<file path="src/rtl/shift_arbiter.sv">
// Two-requester round-robin sequencer around an 8-bit barrel shifter.
// Shift amounts above 7 are split into repeated passes through a registered data loop.

module barrel_shifter (
    input  logic [7:0] in,
    input  logic [2:0] shamt,
    input  logic       dir,
    output logic [7:0] out
);

    // Logical shift with zero fill; dir=1 shifts left.
    always_comb begin
        if (dir) begin
            out = in << shamt;
        end else begin
            out = in >> shamt;
        end
    end

endmodule

module shift_arbiter (
    input  logic       clk,
    input  logic       rst,
    input  logic       req0,
    input  logic [7:0] in0,
    input  logic [3:0] shamt0,
    input  logic       dir0,
    output logic       gnt0,
    input  logic       req1,
    input  logic [7:0] in1,
    input  logic [3:0] shamt1,
    input  logic       dir1,
    output logic       gnt1,
    output logic [7:0] out,
    output logic       out_valid,
    output logic       out_id,
    output logic       busy
);

    localparam int unsigned W        = 8;
    localparam int unsigned SW       = 4;
    localparam int unsigned MAX_STEP = 7;

    typedef enum logic [1:0] {
        S_IDLE = 2'd0,
        S_PASS = 2'd1,
        S_DONE = 2'd2
    } state_t;

    state_t         r_state;
    state_t         w_state_next;

    logic [W-1:0]   r_data;
    logic [SW-1:0]  r_rem;
    logic           r_dir;
    logic           r_id;
    logic           r_last;

    logic           r_gnt0;
    logic           r_gnt1;
    logic [W-1:0]   r_out;
    logic           r_out_valid;
    logic           r_out_id;
    logic           r_busy;

    logic           w_win;
    logic           w_accept;
    logic           w_finish;
    logic           w_last_pass;
    logic [SW-1:0]  w_step;
    logic [W-1:0]   w_shift_out;

    // Winner: the sole requester, or on a tie the one not granted last.
    always_comb begin
        w_win = 1'b0;
        if (req0 && req1) begin
            w_win = ~r_last;
        end else if (req1) begin
            w_win = 1'b1;
        end
    end

    // Largest pass the 3-bit shifter can take is 7.
    always_comb begin
        w_step = r_rem;
        if (r_rem > SW'(MAX_STEP)) begin
            w_step = SW'(MAX_STEP);
        end
    end

    assign w_last_pass = (r_rem == w_step);

    barrel_shifter u_shifter (
        .in    (r_data),
        .shamt (w_step[2:0]),
        .dir   (r_dir),
        .out   (w_shift_out)
    );

    always_ff @(posedge clk) begin
        if (rst) begin
            r_state <= S_IDLE;
        end else begin
            r_state <= w_state_next;
        end
    end

    always_comb begin
        w_state_next = r_state;
        w_accept     = 1'b0;
        w_finish     = 1'b0;
        case (r_state)
            S_IDLE: begin
                if (req0 || req1) begin
                    w_accept     = 1'b1;
                    w_state_next = S_PASS;
                end
            end
            S_PASS: begin
                if (w_last_pass) begin
                    w_finish     = 1'b1;
                    w_state_next = S_DONE;
                end
            end
            S_DONE: begin
                w_state_next = S_IDLE;
            end
            default: begin
                w_state_next = S_IDLE;
            end
        endcase
    end

    // Operand capture on acceptance, then one shifter pass per PASS cycle.
    always_ff @(posedge clk) begin
        if (rst) begin
            r_data <= '0;
            r_rem  <= '0;
            r_dir  <= 1'b0;
            r_id   <= 1'b0;
            r_last <= 1'b1;
        end else if (w_accept) begin
            r_data <= w_win ? in1    : in0;
            r_rem  <= w_win ? shamt1 : shamt0;
            r_dir  <= w_win ? dir1   : dir0;
            r_id   <= w_win;
            r_last <= w_win;
        end else if (r_state == S_PASS) begin
            r_data <= w_shift_out;
            r_rem  <= r_rem - w_step;
        end
    end

    // Result is captured on the edge entering DONE so out_valid coincides with DONE.
    always_ff @(posedge clk) begin
        if (rst) begin
            r_gnt0      <= 1'b0;
            r_gnt1      <= 1'b0;
            r_out       <= '0;
            r_out_valid <= 1'b0;
            r_out_id    <= 1'b0;
            r_busy      <= 1'b0;
        end else begin
            r_gnt0      <= w_accept & ~w_win;
            r_gnt1      <= w_accept & w_win;
            r_out_valid <= w_finish;
            if (w_finish) begin
                r_out    <= w_shift_out;
                r_out_id <= r_id;
            end
            if (w_accept) begin
                r_busy <= 1'b1;
            end else if (r_state == S_DONE) begin
                r_busy <= 1'b0;
            end
        end
    end

    assign gnt0      = r_gnt0;
    assign gnt1      = r_gnt1;
    assign out       = r_out;
    assign out_valid = r_out_valid;
    assign out_id    = r_out_id;
    assign busy      = r_busy;

endmodule
</file>
<file path="config.mk">
export PLATFORM = sky130hd
export DESIGN_NAME = shift_arbiter
export DESIGN_NICKNAME = d
export VERILOG_FILES = /design/src/rtl/shift_arbiter.sv
export SDC_FILE = /design/constraint.sdc
export NUM_CORES = 1
export LEC_CHECK = 0
export CORE_UTILIZATION = 30
export DETAILED_ROUTE_END_ITERATION = 10
export RECOVER_POWER = 100
export SLEW_MARGIN = 15
export SYNTH_ARGS = -nofsm -noshare
export SYNTH_HDL_FRONTEND = slang
export SYNTH_SLANG_ARGS = --single-unit
</file>
<file path="constraint.sdc">
create_clock -name clk -period 2.51 [get_ports clk]
set_input_delay 0.3765 -clock clk [delete_from_list [all_inputs] [get_ports clk]]
set_output_delay 0.3765 -clock clk [all_outputs]
set_load 0.05 [all_outputs]
</file>
==> out/qor.txt, run 1 <==
ant diodes = 0
Tcrit/Tclk final = 84.0%
vias in the first global route = 1847
Peak supply drop = 0.459 mV
Routed Antenna Nets = 0
CTS resizes = 0
Syn Nets = 263
Die ar. = 0.00730 mm2
asr flop ratio synth = 0%
DP Area = 0.00250 mm2
setup TNS = 0 ns
global-route wire length before repair = 9450 um
RSZ-0062 raised after global routing = no
Root Driver = clkbuf_8
largest cells by area after synthesis = dfxtp_1, a21oi_1, o21ai_0
largest net degree at the start of global routing = 25
Mapped Avg Cell Area = 9.01 um2
Worst Hold Class = flop to flop
max incr delay on CP = 0.50 ns
clk sinks = 30
WL final = 5560 um
crit-path cells = clkbuf_2, mux2i_1, mux4_2, o2bb2ai_1, nand2_1, a21oi_1
Post-synth EDFFs = 0
Fin. Hold Viols = 0
Crit Path Class = flop to flop
total global routing overflow = 0
Vias = 1961
relative slew slack = 58.7%
GR Util All Layers = 16.4%
critical path launch point type = flop
Die Wd = 85.5 um
Num CTS Buffers = 5
Synth area leader = dfxtp_1
worst-case reg-to-reg path depth = 6
placed cells = 344
Total Power = 1.76 mW
worst r2r src = r_rem[1]
routed len/inst = 15.8 um
Max-Cap Viols = 0
initial antenna violation count = 0
final setup margin = 0.400 ns
# setup viols final = 0
run status = finished clean
Initial Util = 30.9%
final net count = 302
top-area cell type share of the netlist area = 28.7%
CP Capture Type = flop
Req. time, crit path = 2.73 ns
CTS tree = built
hold_buf cts = 0
Reg-to-Reg End = r_data[6]
DR WL met3 = 242 um
max-slew violations = 0
final instance area = 0.00257 mm2
DRC = 0
Synth Register Bits = 30
Seq/Total Area, Yosys = 28.7%
row cnt = 30
# port buffers = 42
Ports = 43
Hold Path Origin = out[6]
detailed placement HPWL = 4090 um
Max Clock Skew = 0.00268 ns
clk_lat worst skew = 0.28 ns
Starting DRT DRC Count = 164
Synth warnings = 0
global placer's final weighted congestion = 0.830
vias per cell = 5.57
arrival time at the worst endpoint = 2.33 ns
largest fanout on the critical path = 24
Netlist Area Pre-Place = 0.00209 mm2
worst slew pin tran = 0.620 ns
fin crit period = 2.11 ns
Clock Tree Buf Depth = 2
metal2 WL = 2530 um
CP max stage cell = mux4_2
most frequent cells in the layout = dfxtp_1, clkdlybuf4s50_1, o21ai_0
die height = 85.5 um
area grow syn2layout = 23.1%
Post-Place Setup Slack = 0.476 ns
fmax = 0.474 GHz
H-tree levels = 2
gate count of the mapped netlist = 232
WHS Endpoint = out[6]
uppermost layer routed = met4
Post-CTS Setup Inserts = 0
commonest non-fill, non-tap cell in the layout = dfxtp_1
worst reg2reg setup slack = 0.40 ns
drt pass-1 iters = 4
main flop type after synthesis = dfxtp_1
layout cells sized above 1 = 14.7%
core footprint = 0.00676 mm2
clock slew at reported path FFs = 0.06 ns
non-filler cells, final = 352
Lkg Pwr = 0.953 nW
Yosys cell types = 62
Met1 Wirelength = 2670 um
hold path depth = 2
PwrDens = 685 mW/mm2
[state kept, by name (all words and copies together) (netlist names)]
| name | count |
|---|---|
| gnt1 | 1 |
| r_rem | 4 |
| out | 8 |
| r_id | 1 |
| busy | 1 |
| r_data | 8 |
| r_dir | 1 |
| r_last | 1 |
| out_valid | 1 |
| gnt0 | 1 |
| out_id | 1 |
| r_state | 2 |
[layer usage]
metal	GRT usage (%)	vias to the layer above
met5	0	-
met4	7.12	0
met3	2.24	12
met2	24.9	69
met1	23.1	933
li1	-	947
[Yosys cell counts (all sizes together) (2+ instances only)]
| master | count |
|---|---|
| o21a | 2 |
| and2 | 8 |
| nor2b | 4 |
| inv | 3 |
| clkbuf | 12 |
| or3b | 2 |
| o21bai | 2 |
| o22ai | 5 |
| dfxtp | 30 |
| nand2b | 10 |
| o211ai | 2 |
| and3 | 3 |
| nand2 | 11 |
| o21ai | 25 |
| buf | 10 |
| a221oi | 10 |
| nor3 | 3 |
| mux4 | 2 |
| a22oi | 4 |
| a211oi | 3 |
| nor3b | 4 |
| nand3 | 7 |
| a21oi | 21 |
| o211a | 3 |
| nor2 | 16 |
| mux2i | 8 |
| a2111oi | 3 |
| mux2 | 4 |
[layout make-up]
cell class / instances / area (um2)
repair buffers: 54 / 500
well taps: 80 / 100
inverters: 3 / 11.3
flip-flops and latches: 30 / 601
clock buffers: 8 / 110
fillers: 720 / 4190
multi-input cells: 177 / 1250
[report_power, final]
group          total (mW)  internal [mW]  switching, mW  leakage [nW]
combinational       0.673          0.296          0.378         0.649
sequential          0.632          0.538         0.0943         0.247
clock               0.457          0.277          0.180        0.0575
[cells by family (layout without fill, tap and decap cells)]
kind of cell / Yosys count / in the layout / synth area share, %
AO/OA/AOI/OAI: 87 / 87 / 30.0
XOR/XNOR: 1 / 1 / 0.419
adder cells (fa/ha/maj): 1 / 1 / 0.599
buffers and inverters: 25 / 65 / 10.2
flip-flops: 30 / 30 / 28.7
multiplexers: 14 / 14 / 8.14
AND/OR/NAND/NOR: 74 / 74 / 21.9
[critical path: cells and delay by family (launching register included)]
kind	cells	cell delay, ns
AOI/OAI and AO/OA	2	0.41
buffers and inverters	1	0.48
DFF	1	0.39
muxes	2	0.68
and+or+nand+nor	1	0.09
[through the flow]
step	util (%)	hold WS [ns]
floorplan	-	0.454
global placement	37.0	0.468
detailed placement	37.0	0.472
CTS	38.6	0.484
global route	38.1	0.497
finish	38.1	0.477
[worst max-delay path by stage]
| stage | from | endpoint | slack [ns] | cells after the start |
|---|---|---|---|---|
| floorplan | r_rem[0] | out[6] | 0.69 | 9 |
| global placement | req0 | r_data[1] | 0.51 | 6 |
| detailed placement | req0 | r_data[0] | 0.48 | 6 |
| CTS | r_rem[3] | out[2] | 0.57 | 8 |
| global route | r_rem[1] | r_data[6] | 0.24 | 6 |
| finish | r_rem[1] | r_data[6] | 0.40 | 6 |
Note: power is estimated with default switching activity, not from simulation.
==> run 2: changes to the inputs <==
==> constraint.sdc (replaced) <==
create_clock -name clk -period 1.89 [get_ports clk]
set_input_delay 0.2835 -clock clk [delete_from_list [all_inputs] [get_ports clk]]
set_output_delay 0.2835 -clock clk [all_outputs]
set_load 0.05 [all_outputs]
==> run 2 against run 1 <==
  * Wire length up 2.9%
  * Highest routed layer unchanged
  * Clock skew up 0.0068 ns
  * Critical endpoint is now r_data[0]
  * Via count fell by 0.76%
==> out/qor.txt, run 2 (synthesized netlist as in run 1, its figures left out) <==
worst-case reg-to-reg path depth = 6 (unchanged)
clock slew at reported path FFs = 0.06 ns (about the same)
vias in the first global route = 1900 (was 1847)
Crit Path Class = flop to flop (unchanged)
Reg-to-Reg End = r_data[0] (was r_data[6])
setup TNS = 0 ns (unchanged)
DRC = 0 (unchanged)
core footprint = 0.00676 mm2 (unchanged)
fmax = 0.549 GHz (was 0.474 GHz)
run status = finished clean (unchanged)
ant diodes = 0 (unchanged)
# setup viols final = 0 (unchanged)
# port buffers = 42 (unchanged)
Peak supply drop = 0.434 mV (was 0.459 mV)
Tcrit/Tclk final = 96.4% (was 84.0%)
PwrDens = 876 mW/mm2 (was 685 mW/mm2)
global placer's final weighted congestion = 0.883 (was 0.830)
largest net degree at the start of global routing = 29 (was 25)
worst slew pin tran = 0.537 ns (was 0.620 ns)
final net count = 312 (was 302)
Hold Path Origin = out[6] (unchanged)
hold_buf cts = 0 (unchanged)
WHS Endpoint = out[6] (unchanged)
total global routing overflow = 0 (unchanged)
detailed placement HPWL = 4280 um (was 4090 um)
Starting DRT DRC Count = 159 (was 164)
clk_lat worst skew = 0.28 ns (about the same)
most frequent cells in the layout = dfxtp_1, clkdlybuf4s50_1, a21oi_1 (was dfxtp_1, clkdlybuf4s50_1, o21ai_0)
fin crit period = 1.82 ns (was 2.11 ns)
Max Clock Skew = 0.00951 ns (was 0.00268 ns)
Num CTS Buffers = 5 (unchanged)
largest fanout on the critical path = 28 (was 24)
CTS resizes = 0 (unchanged)
Req. time, crit path = 2.06 ns (was 2.73 ns)
row cnt = 30 (unchanged)
worst reg2reg setup slack = 0.07 ns (was 0.40 ns)
Lkg Pwr = 0.993 nW (was 0.953 nW)
Max-Cap Viols = 0 (unchanged)
H-tree levels = 2 (unchanged)
Root Driver = clkbuf_8 (unchanged)
WL final = 5720 um (was 5560 um)
RSZ-0062 raised after global routing = no (unchanged)
hold path depth = 2 (unchanged)
Fin. Hold Viols = 0 (unchanged)
GR Util All Layers = 16.8% (was 16.4%)
worst r2r src = r_rem[1] (unchanged)
Die Wd = 85.5 um (unchanged)
area grow syn2layout = 27.1% (was 23.1%)
Routed Antenna Nets = 0 (unchanged)
layout cells sized above 1 = 17.4% (was 14.7%)
CP Capture Type = flop (unchanged)
Initial Util = 30.9% (unchanged)
die height = 85.5 um (unchanged)
routed len/inst = 15.8 um (about the same)
Die ar. = 0.00730 mm2 (unchanged)
arrival time at the worst endpoint = 2.00 ns (was 2.33 ns)
Clock Tree Buf Depth = 2 (unchanged)
drt pass-1 iters = 4 (unchanged)
CTS tree = built (unchanged)
critical path launch point type = flop (unchanged)
Total Power = 2.32 mW (was 1.76 mW)
global-route wire length before repair = 9690 um (was 9450 um)
Vias = 1946 (was 1961)
Worst Hold Class = flop to flop (unchanged)
vias per cell = 5.38 (was 5.57)
clk sinks = 30 (unchanged)
initial antenna violation count = 0 (unchanged)
filler instances = 702 (was 720)
relative slew slack = 64.2% (was 58.7%)
Post-CTS Setup Inserts = 0 (unchanged)
Ports = 43 (unchanged)
max-slew violations = 0 (unchanged)
[run 2: where the power goes]
part	total (mW)	internal [mW]	switching [mW]
clock network	0.527	0.293	0.234
logic	0.967	0.444	0.523
registers	0.830	0.715	0.115
total	2.32	1.45	0.872
[run 2: how the worst max path moves through the flow]
| stage | end | slack [ns] | startpoint |
|---|---|---|---|
| final | r_data[0] | 0.07 | r_rem[1] |
| after global placement | r_data[3] | 0.04 | req1 |
| after CTS | out[2] | 0.05 | r_rem[3] |
| after global routing | r_data[3] | 0.0004 | r_rem[1] |
| after floorplan | out[6] | 0.07 | r_rem[0] |
| after detailed placement | r_data[3] | 0.02 | req1 |
[run 2: through the flow]
| stage | area, um2 | instances | setup slack [ns] | hold slack, ns | utilization [%] |
|---|---|---|---|---|---|
| 6_report | 2660 | 362 | 0.0671 | 0.473 | 39.3 |
| 5_1_grt | 2660 | 362 | 0.000441 | 0.498 | 39.3 |
| 3_5_place_dp | 2600 | 354 | 0.0159 | 0.471 | 38.4 |
| 3_3_place_gp | 2600 | 354 | 0.0423 | 0.464 | 38.4 |
| 2_1_floorplan | 2090 | 232 | 0.0749 | 0.418 | - |
| 4_1_cts | 2690 | 362 | 0.0464 | 0.483 | 39.8 |
[run 2: layout make-up]
| class | instances | area [um2] | share of cell area [%] |
|---|---|---|---|
| Multi-Input combinational cell | 177 | 1250 | 47.0 |
| Timing Repair Buffer | 64 | 603 | 22.7 |
| Sequential cell | 30 | 602 | 22.7 |
| Tap cell | 80 | 100 | 3.77 |
| Clock buffer | 7 | 86.3 | 3.25 |
| Inverter | 3 | 11.3 | 0.424 |
| Clock inverter | 1 | 5.00 | 0.189 |
[run 2: worst max-delay path: stages, from the launching register on]
cell,delay [ns]
dfxtp_1,0.32
buf_12,0.16
nor2_1,0.20
mux4_2,0.55
a32oi_2,0.26
o21ai_1,0.09
o211a_1,0.13
[run 2: metal layers]
layer / vias up / wire length (um) / GRT usage, %
li1: 963 / - / -
met1: 916 / 2730 / 22.9
met2: 59 / 2620 / 26.9
met3: 8 / 264 / 2.63
met4: 0 / 105 / 6.21
met5: - / 0 / 0
==> run 3: changes to the inputs <==
--- a/config.mk
+++ b/config.mk
@@ -5,6 +5,7 @@
 export SDC_FILE = /design/constraint.sdc
 export NUM_CORES = 1
 export LEC_CHECK = 0
+export CORE_ASPECT_RATIO = 0.6
 export CORE_UTILIZATION = 30
 export DETAILED_ROUTE_END_ITERATION = 10
 export RECOVER_POWER = 100
==> run 3 against run 2 <==
  * Via count rose by 4.2%
  * Largest cell class unchanged
  * Register-to-register slack improved by 0.05 ns
  * Highest routed layer unchanged
  * Clock skew fell by 0.0065 ns
  * Sequential power rose by 1%
  * First-iteration DRC count rose by 43%
  * Critical path depth fell by 5
  * Critical endpoint is now out_id
  * Largest power group unchanged
  * Worst hold slack got worse by 0.0048 ns
  * Final area rose by 4.8%
==> out/qor.txt, run 3 (synthesized netlist as in run 1, its figures left out) <==
vias in the first global route = 1841 (was 1900)
global-route wire length before repair = 9830 um (was 9690 um)
total global routing overflow = 0 (unchanged)
worst slew pin tran = 0.519 ns (was 0.537 ns)
Die Wd = 110 um (was 85.5 um)
detailed placement HPWL = 4610 um (was 4280 um)
CP top delay family = buffers and inverters (was multiplexers)
Lkg Pwr = 1.04 nW (was 0.993 nW)
CTS tree = built (unchanged)
crit-path cells = dlygate4sd3_1 (was buf_12, nor2_1, mux4_2, a32oi_2, o21ai_1, o211a_1)
worst reg2reg setup slack = 0.12 ns (was 0.07 ns)
row cnt = 23 (was 30)
Clock Tree Buf Depth = 2 (unchanged)
critical path launch point type = flop (unchanged)
fin crit period = 1.79 ns (was 1.82 ns)
Fin. Hold Viols = 0 (unchanged)
initial antenna violation count = 0 (unchanged)
WP buf/inv = 1 (unchanged)
vias per cell = 5.44 (was 5.38)
Vias = 2028 (was 1946)
hold_buf cts = 0 (unchanged)
drt pass-1 iters = 5 (was 4)
# port buffers = 42 (unchanged)
DRC = 0 (unchanged)
most frequent cells in the layout = clkdlybuf4s50_1, dfxtp_1, a21oi_1 (was dfxtp_1, clkdlybuf4s50_1, a21oi_1)
WL final = 6160 um (was 5720 um)
H-tree levels = 2 (unchanged)
clk sinks = 30 (unchanged)
die height = 66.6 um (was 85.5 um)
largest net degree at the start of global routing = 31 (was 29)
# setup viols final = 0 (unchanged)
final setup margin = 0.104 ns (was 0.0671 ns)
Hold WS = 0.468 ns (was 0.473 ns)
Peak supply drop = 0.542 mV (was 0.434 mV)
Root Driver = clkbuf_16 (was clkbuf_8)
Routed Antenna Nets = 0 (unchanged)
Worst Hold Class = flop to flop (unchanged)
fmax = 0.560 GHz (was 0.549 GHz)
RSZ-0062 raised after global routing = no (unchanged)
Max Clock Skew = 0.00305 ns (was 0.00951 ns)
PwrDens = 959 mW/mm2 (was 876 mW/mm2)
layout cells sized above 1 = 20.3% (was 17.4%)
clk_lat worst skew = 0.28 ns (about the same)
Tcrit/Tclk final = 94.5% (was 96.4%)
final net count = 316 (was 312)
arrival time at the worst endpoint = 1.50 ns (was 2.00 ns)
commonest non-fill, non-tap cell in the layout = clkdlybuf4s50_1
run status = finished clean (unchanged)
Req. time, crit path = 1.61 ns (was 2.06 ns)
area grow syn2layout = 33.2% (was 27.1%)
ant diodes = 0 (unchanged)
Starting DRT DRC Count = 228 (was 159)
core footprint = 0.00671 mm2 (was 0.00676 mm2)
Ports = 43 (unchanged)
Num CTS Buffers = 5 (unchanged)
Post-Place Setup Slack = -0.00764 ns (was 0.0159 ns)
relative slew slack = 65.3% (was 64.2%)
global placer's final weighted congestion = 0.930 (was 0.883)
Max-Cap Viols = 0 (unchanged)
CP Capture Type = output pin (was flop)
CP max stage cell = dlygate4sd3_1 (was mux4_2)
max-slew violations = 0 (unchanged)
clock slew at reported path FFs = 0.05 ns (was 0.06 ns)
routed len/inst = 16.5 um (was 15.8 um)
max incr delay on CP = 0.88 ns (was 0.55 ns)
Die ar. = 0.00731 mm2 (was 0.00730 mm2)
largest fanout on the critical path = 2 (was 28)
Initial Util = 31.2% (was 30.9%)
GR Util All Layers = 18.4% (was 16.8%)
Crit Path Class = flop to output pin (was flop to flop)
run 3: cell count changes in the layout (fill, tap and decap cells not counted), moves of 2 or more:
cell and delta:
clkbuf_1 +3, clkbuf_16 +5, dfxtp_1 -2, o21ai_1 -2, clkbuf_8 -5, dfxtp_2 +2
run 3: what timing repair did:
item	in CTS	in global routing
setup buffers	0	0
hold endpoints to repair	0	0
resized for setup	0	6
endpoints found under the setup margin	0	4
run 3: where the power goes:
group	switching, mW	internal (mW)
Combinational	0.548	0.474
Sequential	0.124	0.718
Clock	0.283	0.521
run 3: final timing paths:
check,from,to,cells past startpoint
hold / removal,out[6],out[6],2
setup reg to reg,r_rem[1],out[7],7
setup / recovery,out_id,out_id,1
hold reg to reg,out[6],out[6],2
run 3: worst register-to-register path, cell delays in order (launching register included):
cell and delay (ns):
dfxtp_1 0.35, buf_12 0.19, or3b_2 0.48, o211ai_1 0.11, a22oi_1 0.09, a21oi_1 0.14
clkbuf_1 0.20, a21oi_1 0.10
run 3: per-stage QoR:
step / TNS (ns) / instance area [um2] / instances / utilization, % / power [mW]
2_1_floorplan: 0 / 2090 / 232 / - / 1.54
3_3_place_gp: 0 / 2650 / 365 / 39.5 / 1.89
3_5_place_dp: -0.00764 / 2650 / 365 / 39.5 / 1.89
4_1_cts: 0 / 2800 / 373 / 41.7 / 2.70
5_1_grt: 0 / 2780 / 373 / 41.5 / 2.81
6_report: 0 / 2780 / 373 / 41.5 / 2.67
run 3: cell type report:
class	instances	area, um2
timing repair buffer	68	631
tap	87	109
sequential	30	604
fill	670	3920
clock buffer	7	143
inverter	3	11.3
multi-input combinational	177	1280
clock inverter	1	5.00
run 3: per-layer routing:
layer / wire length [um] / vias up / GRT usage [%] / share of wire [%]
met4: 53 / 0 / 4.83 / 0.86
met3: 489 / 7 / 5.77 / 7.9
met5: 0 / - / 0 / 0
met1: 3260 / 965 / 28.0 / 53
met2: 2360 / 81 / 24.0 / 38
li1: - / 975 / - / -
